## config.mk

```make
export PLATFORM = sky130hd
export DESIGN_NAME = fetch_queue
export DESIGN_NICKNAME = d
export VERILOG_FILES = /design/src/rtl/fetch_queue.sv
export SDC_FILE = /design/constraint.sdc
export NUM_CORES = 1
export LEC_CHECK = 0
export BUFFER_PORTS_ARGS = -buffer_cell sky130_fd_sc_hd__buf_2
export CAP_MARGIN = 20
export CORE_AREA = 2 2 151 168
export CTS_CLUSTER_DIAMETER = 50
export DETAILED_ROUTE_END_ITERATION = 10
export DIE_AREA = 0 0 153 170
export HOLD_SLACK_MARGIN = 0.12
export PLACE_DENSITY = 0.63
export SKIP_LAST_GASP = 1
export SLEW_MARGIN = 20
export SYNTH_ARGS = -nofsm -noshare
export SYNTH_HDL_FRONTEND = slang
export SYNTH_SLANG_ARGS = --single-unit
```

## constraint.sdc

```tcl
create_clock -name clk -period 5.11 [get_ports clk]
set_input_delay 0.2555 -clock clk [delete_from_list [all_inputs] [get_ports clk]]
set_output_delay 0.2555 -clock clk [all_outputs]
set_load 0.005 [all_outputs]
```

## src/rtl/fetch_queue.sv

```systemverilog
// rtl/fetch_queue.sv - instruction fetch buffer between fetch and decode
module fetch_queue #(
    parameter int bit_size   = 18,
    parameter int instr_size = 32,
    parameter int depth      = 4,
    parameter int cnt_size   = 16
) (
    input  logic                    clk,
    input  logic                    rst,
    input  logic                    fetch_valid,
    input  logic [bit_size-1:0]     fetch_pc,
    input  logic [instr_size-1:0]   fetch_instr,
    output logic                    fetch_stall,
    input  logic                    flush,
    input  logic                    id_ready,
    output logic                    id_valid,
    output logic [bit_size-1:0]     id_pc,
    output logic [bit_size-1:0]     id_pc_plus4,
    output logic [instr_size-1:0]   id_instr,
    output logic [$clog2(depth):0]  count,
    output logic [cnt_size-1:0]     drop_cnt
);

    localparam int aw = $clog2(depth);
    localparam int cw = aw + 1;
    localparam int sw = cnt_size + cw;
    localparam logic [cnt_size-1:0] cnt_max = '1;

    logic [bit_size-1:0]   pc_mem    [depth];
    logic [instr_size-1:0] instr_mem [depth];
    logic [aw-1:0]         rd_ptr;
    logic [aw-1:0]         wr_ptr;
    logic                  full;
    logic                  push;
    logic                  pop;
    logic [sw-1:0]         drop_sum;
    logic [cnt_size-1:0]   drop_next;

    assign full        = (count == cw'(depth));
    assign fetch_stall = full;
    assign push        = fetch_valid & ~full;
    assign id_valid    = (count != '0);
    assign pop         = id_valid & id_ready;

    // Empty queue presents a NOP bubble at PC 0 rather than stale storage.
    always_comb begin
        id_pc    = '0;
        id_instr = '0;
        if (id_valid) begin
            id_pc    = pc_mem[rd_ptr];
            id_instr = instr_mem[rd_ptr];
        end
        id_pc_plus4 = id_pc + bit_size'(4);
    end

    always_comb begin
        drop_sum  = sw'(drop_cnt) + sw'(count);
        drop_next = (drop_sum > sw'(cnt_max)) ? cnt_max : drop_sum[cnt_size-1:0];
    end

    // Power-of-two depth lets the pointers wrap by natural overflow.
    always_ff @(posedge clk or negedge rst) begin
        if (!rst) begin
            count  <= '0;
            rd_ptr <= '0;
            wr_ptr <= '0;
        end else if (flush) begin
            count  <= '0;
            rd_ptr <= '0;
            wr_ptr <= '0;
        end else begin
            if (push) begin
                wr_ptr <= wr_ptr + aw'(1);
            end
            if (pop) begin
                rd_ptr <= rd_ptr + aw'(1);
            end
            case ({push, pop})
                2'b10:   count <= count + cw'(1);
                2'b01:   count <= count - cw'(1);
                default: count <= count;
            endcase
        end
    end

    always_ff @(posedge clk or negedge rst) begin
        if (!rst) begin
            for (int i = 0; i < depth; i++) begin
                pc_mem[i]    <= '0;
                instr_mem[i] <= '0;
            end
        end else if (!flush && push) begin
            pc_mem[wr_ptr]    <= fetch_pc;
            instr_mem[wr_ptr] <= fetch_instr;
        end
    end

    always_ff @(posedge clk or negedge rst) begin
        if (!rst) begin
            drop_cnt <= '0;
        end else if (flush) begin
            drop_cnt <= drop_next;
        end
    end

endmodule

```

=== After elaboration in Yosys (flattened, before gate mapping) ===
Cells that the tools add are included.

* Input port bits: 55
* Output and inout port bits: 89
* Register bits after elaboration: 223

* Add/sub/neg operators: 6
* $lt $le $gt $ge: 4
* Multiplexer cells: 21
* Reduce and logical (&&, ||, !) cells: 7
* Eq/ne operators: 3
* Bitwise logic cells: 5

{| class="wikitable"
|+ Operators by type and width
! kind !! number
|-
| bitwise mux 128 bit || 1
|-
| 2-to-1 mux 32 bit || 4
|-
| bitwise mux 72 bit || 1
|-
| 2-to-1 mux 18 bit || 4
|-
| binary-select mux 32 bit (select 2 bit) || 1
|-
| demux 32 bit (select 2 bit) || 1
|-
| binary-select mux 18 bit (select 2 bit) || 1
|-
| demux 18 bit (select 2 bit) || 1
|-
| adder 18 x 3 -> 18 bit, second input constant || 1
|-
| adder 16 x 3 -> 17 bit || 1
|-
| > comparator 17 x 16 -> 1 bit, second input constant || 1
|-
| 2-to-1 mux 16 bit || 1
|-
| 2-to-1 mux 2 bit || 4
|-
| greater-or-equal comparator 3 bit, second input constant || 2
|-
| NOT 2 -> 3 bit || 2
|-
| case mux 3 bit (2 select lines) || 1
|-
| nonzero test 3 bit || 2
|-
| adder 2 x 1 -> 2 bit, second input constant || 2
|-
| nonzero test 2 bit || 2
|-
| adder 3 x 1 -> 3 bit, second input constant || 1
|-
| == test 3 bit, second input constant || 1
|-
| < comparator 3 x 1 -> 1 bit, second input constant || 1
|-
| 2-to-1 mux 3 bit || 1
|-
| subtractor 3 x 1 -> 3 bit, second input constant || 1
|-
| 6 further kinds || 8
|}

=== Logic depth before layout (Yosys ltp) ===
* Word-level depth: 6
* Gate-level depth with buffers: 12
* Depth with buffers taken out: 10

=== Worst setup path before layout ===
No wires, ideal clock.

* Path kind: reg2out
* From: register count[0]
* To: output id_pc_plus4[14]
* Cell stages (with the launch flop): 13
* Buffers on the path: 2
* Data required time: 4.854 ns
* Slack: 2.463 ns
* Data arrival time: 2.392 ns
* Cell sequence: dfrtp_1 nor3_1 inv_1 clkbuf_1 clkbuf_1 nand2_1 inv_1 ha_1 nand2_1 o22ai_1 nand4_1 nor3_1 xor2_1

* Cells in the longest elaborated chain, start to end: 3

{| class="wikitable"
|+ Ends and longest elaborated chain
! item !! RTL line !! RTL
|-
| start: declaration || 20 || <nowiki>output logic [$clog2(depth):0] count,</nowiki>
|-
| start signal: assignment || 79 || <nowiki>2'b10: count <= count + cw'(1);</nowiki>
|-
| start signal: assignment || 80 || <nowiki>2'b01: count <= count - cw'(1);</nowiki>
|-
| start signal: assignment || 81 || <nowiki>default: count <= count;</nowiki>
|-
| nonzero test 3 bit || 42 || <nowiki>assign id_valid = (count != '0);</nowiki>
|-
| named net id_valid || 16 || <nowiki>output logic id_valid,</nowiki>
|-
| 2-to-1 mux 18 bit || 49 || <nowiki>if (id_valid) begin</nowiki>
|-
| named net id_pc[2] || 17 || <nowiki>output logic [bit_size-1:0] id_pc,</nowiki>
|-
| adder 18 x 3 -> 18 bit || 53 || <nowiki>id_pc_plus4 = id_pc + bit_size'(4);</nowiki>
|-
| end: declaration || 18 || <nowiki>output logic [bit_size-1:0] id_pc_plus4,</nowiki>
|}

The timed path passes the listed nets, and every way through them passes these cells.

=== Worst setup path after layout ===
* From: register count[0]
* To: output id_pc_plus4[12]

* Cells in the longest elaborated chain, start to end: 3

{| class="wikitable"
|+ Ends and longest elaborated chain
! item !! RTL line
|-
| nonzero test 3 bit || 42
|-
| 2-to-1 mux 18 bit || 49
|-
| adder 18 x 3 -> 18 bit || 53
|}

Every way passes these cells.

==> results.cfg <==
[layout]
nFillCells = 2062
final_core_util_pct = 54.36
final_common_cell = dfrtp_1
layout_common_cells = 221 x dfrtp_1, 185 x mux2_2, 142 x buf_2
multi_input_area_um2 = 4842
seq_area_um2 = 5585
fin_nets = 1002
final_cells = 1270
area_growth_pct = 22.13
final_layout_size_suffix_gt1_share_pct = 46.72

[timing]
relSlewSlack_pct = 33.90
worstMarginPinSlew_ns = 0.9880
rsz0062_at_grt = false
final_hold_viol_count = 0
fmax_ghz = 0.2709
finalSetupTns_ns = 0
slew_viol_final = 0
finalCritPeriodShare_pct = 72.24
skew_ns = 0.01116
period_needed_ns = 3.692
hold_slack_ns = 0.2645
worst_slack_ns = 1.418
setup_viol = 0

[setup_path]
end_kind = output port
crit_chain = nor3_1, inv_1, and2_1, ha_1, nand2_1, o22ai_1, nand4_1, nor2_1, o22a_1, buf_2
critPathMaxFanout = 20
reg2reg_slack_ns = 2.12
cpPeakStageDelay_ns = 0.65
critPathCapture = id_pc_plus4[12]
timing.rr.start = count[1]
worstSetupPathType = flip-flop to output port
critPathTopFamily = simple AND/OR/NAND/NOR gates
cp_num_buf_inv = 2
startpoint = count[0]
cp_data_arrival_time_ns = 3.44
startpoint_type = flip-flop
worstPathRequired_ns = 4.85
timing.rr.end = instr_mem[44]
r2r_cells = 6
cp.depth = 10
cpMaxStageDelayCell = nor3_1

[pwr]
powerDensity_nw_per_um2 = 613.4
power_leakage_nw = 6.105
peakVddDrop_mv = 0.3771

[routing]
vias = 6728
routed_wirelength_um = 22980
ant_nets = 0
wire_per_inst_um = 18.10
drt_first_iter_violations = 379
vias_per_cell = 5.298
drt_pass1_iterations = 4
drc = 0

[synth]
synth_nets = 815
ys_types = 49
yosys_warnings = 0
synthFlopType = dfrtp_1
synth.avg_cell_area_um2 = 14.39
ys_seq_area_share_pct = 51.71
synth_edf_count = 0
synthArstFlopShare_pct = 100.0
synth_seq_cells = 223
netlist_area_um2 = 10790
synthCells = 750

[min_path]
hold_class = input port to flip-flop
min_from = id_ready

[floorplanning]
io_pins = 144
initial_core_util_pct = 44.50
core_um2 = 24250
die_w_um = 153
die_h_um = 170
die_area_um2 = 26010
num_rows = 60

[global_route]
grt_max_degree = 125
antenna_found_initial = 0
grt_pass1_vias = 6965
grt_pass1_wl_um = 37520
grt.total_usage_pct = 17.83
grt_remaining_overflow = 0

[placed_design]
hpwl_um = 14260
place_worst_setup_slack_ns = 1.930
numPlacedInstances = 1164
place_congestion = 0.8000
io_buffers = 143

[clock_network]
cts_buffer_depth = 3
cts_root_buffer = clkbuf_16
clock_sinks = 223
postCtsSetupBuffers = 0
cts_htree_levels = 1
cts_tree = built
cts_made_buffers = 28
cts.clk_slew.worst_paths_ns = 0.06
clock_latency_ns = 0.53

[run_status]
outcome = complete, no violations

[flow_run]
drv_cap = 0
power breakdown:
part           total [mW]  switching, mW  internal (mW)
Sequential           3.09          0.523           2.57
Clock                2.01          0.775           1.23
Combinational        2.99           1.22           1.77
Total                8.09           2.52           5.57
routing by layer:
layer	wire length (µm)	vias up	track usage, %
li1	-	3077	-
met5	0	-	0
met1	10660	3472	24.71
met2	10890	149	29.60
met4	356	0	4.026
met3	1076	30	3.234
metrics by stage:
stage	area [µm²]	power, mW
4_1_cts	13180	8.194
6_report	13180	8.085
2_1_floorplan	10790	5.135
3_3_place_gp	11670	6.059
5_1_grt	13180	8.645
3_5_place_dp	11670	6.120
worst min path at each step:
stage	to	slack, ns	depth (start not counted)
2_1_floorplan	count[0]	-0.04	0
6_report	rd_ptr[0]	0.26	4
5_1_grt	rd_ptr[0]	0.31	4
3_5_place_dp	pc_mem[27]	0.34	1
4_1_cts	rd_ptr[0]	0.23	4
3_3_place_gp	pc_mem[27]	0.35	1
synthesized netlist by cell type (all sizes together) (2+ instances only):
cell type | count | area (µm²)
a21oi | 6 | 30.03
a31oi | 6 | 37.54
a41oi | 3 | 26.28
and2 | 52 | 327.8
and3 | 5 | 31.28
buf | 34 | 271.5
clkbuf | 13 | 48.80
dfrtp | 223 | 5580
fa | 2 | 40.04
ha | 8 | 100.1
inv | 15 | 58.81
mux2 | 202 | 2275
mux2i | 3 | 30.03
mux4 | 52 | 1182
nand2 | 34 | 127.6
nand2b | 3 | 18.77
nand3 | 8 | 40.04
nand4 | 8 | 50.05
nor2 | 22 | 85.09
nor2b | 2 | 12.51
nor3 | 6 | 40.04
o22ai | 3 | 18.77
xnor2 | 15 | 131.4
xor2 | 10 | 87.58
logic make-up (layout without fill, tap and decap cells):
group,after synthesis,in the layout,synth area share (%)
AO/OA/AOI/OAI,26,26,1.704
XOR/XNOR,25,25,2.029
adder cells (fa/ha/maj),10,10,1.299
buffers and inverters,62,271,3.513
flip-flops,223,223,51.71
multiplexers,257,257,32.31
other,0,1,0
AND/OR/NAND/NOR,147,147,7.432
repair_timing:
| action | CTS | global route |
|---|---|---|
| endpoints found under the hold margin | 306 | 0 |
| gates resized for setup | 0 | 0 |
| hold buffers | 53 | 0 |
| setup endpoints to repair | 0 | 0 |
worst reg2reg max path, cell delays in order, from the launching register on:
cell and delay (ns):
dfrtp_1 0.46, or3b_1 0.51, nand2_1 0.21, nor2_2 0.10, nand2_2 0.74, buf_4 0.47
mux2_2 0.38
sequential cells by signal (all words and copies together), names as in the netlist:
name and count:
wr_ptr 2, pc_mem 72, rd_ptr 2, instr_mem 128, count 3, drop_cnt 16
final cells by class:
| class | count | share of cell area (%) |
|---|---|---|
| clock buffer | 38 | 6.218 |
| timing repair buffer | 204 | 10.08 |
| multi-input combinational | 465 | 36.74 |
| inverter | 15 | 0.4462 |
| antenna | 1 | 0.01899 |
| clock inverter | 14 | 1.177 |
| sequential | 223 | 42.38 |
| tap | 310 | 2.943 |
(Power assumes the default switching activity.)
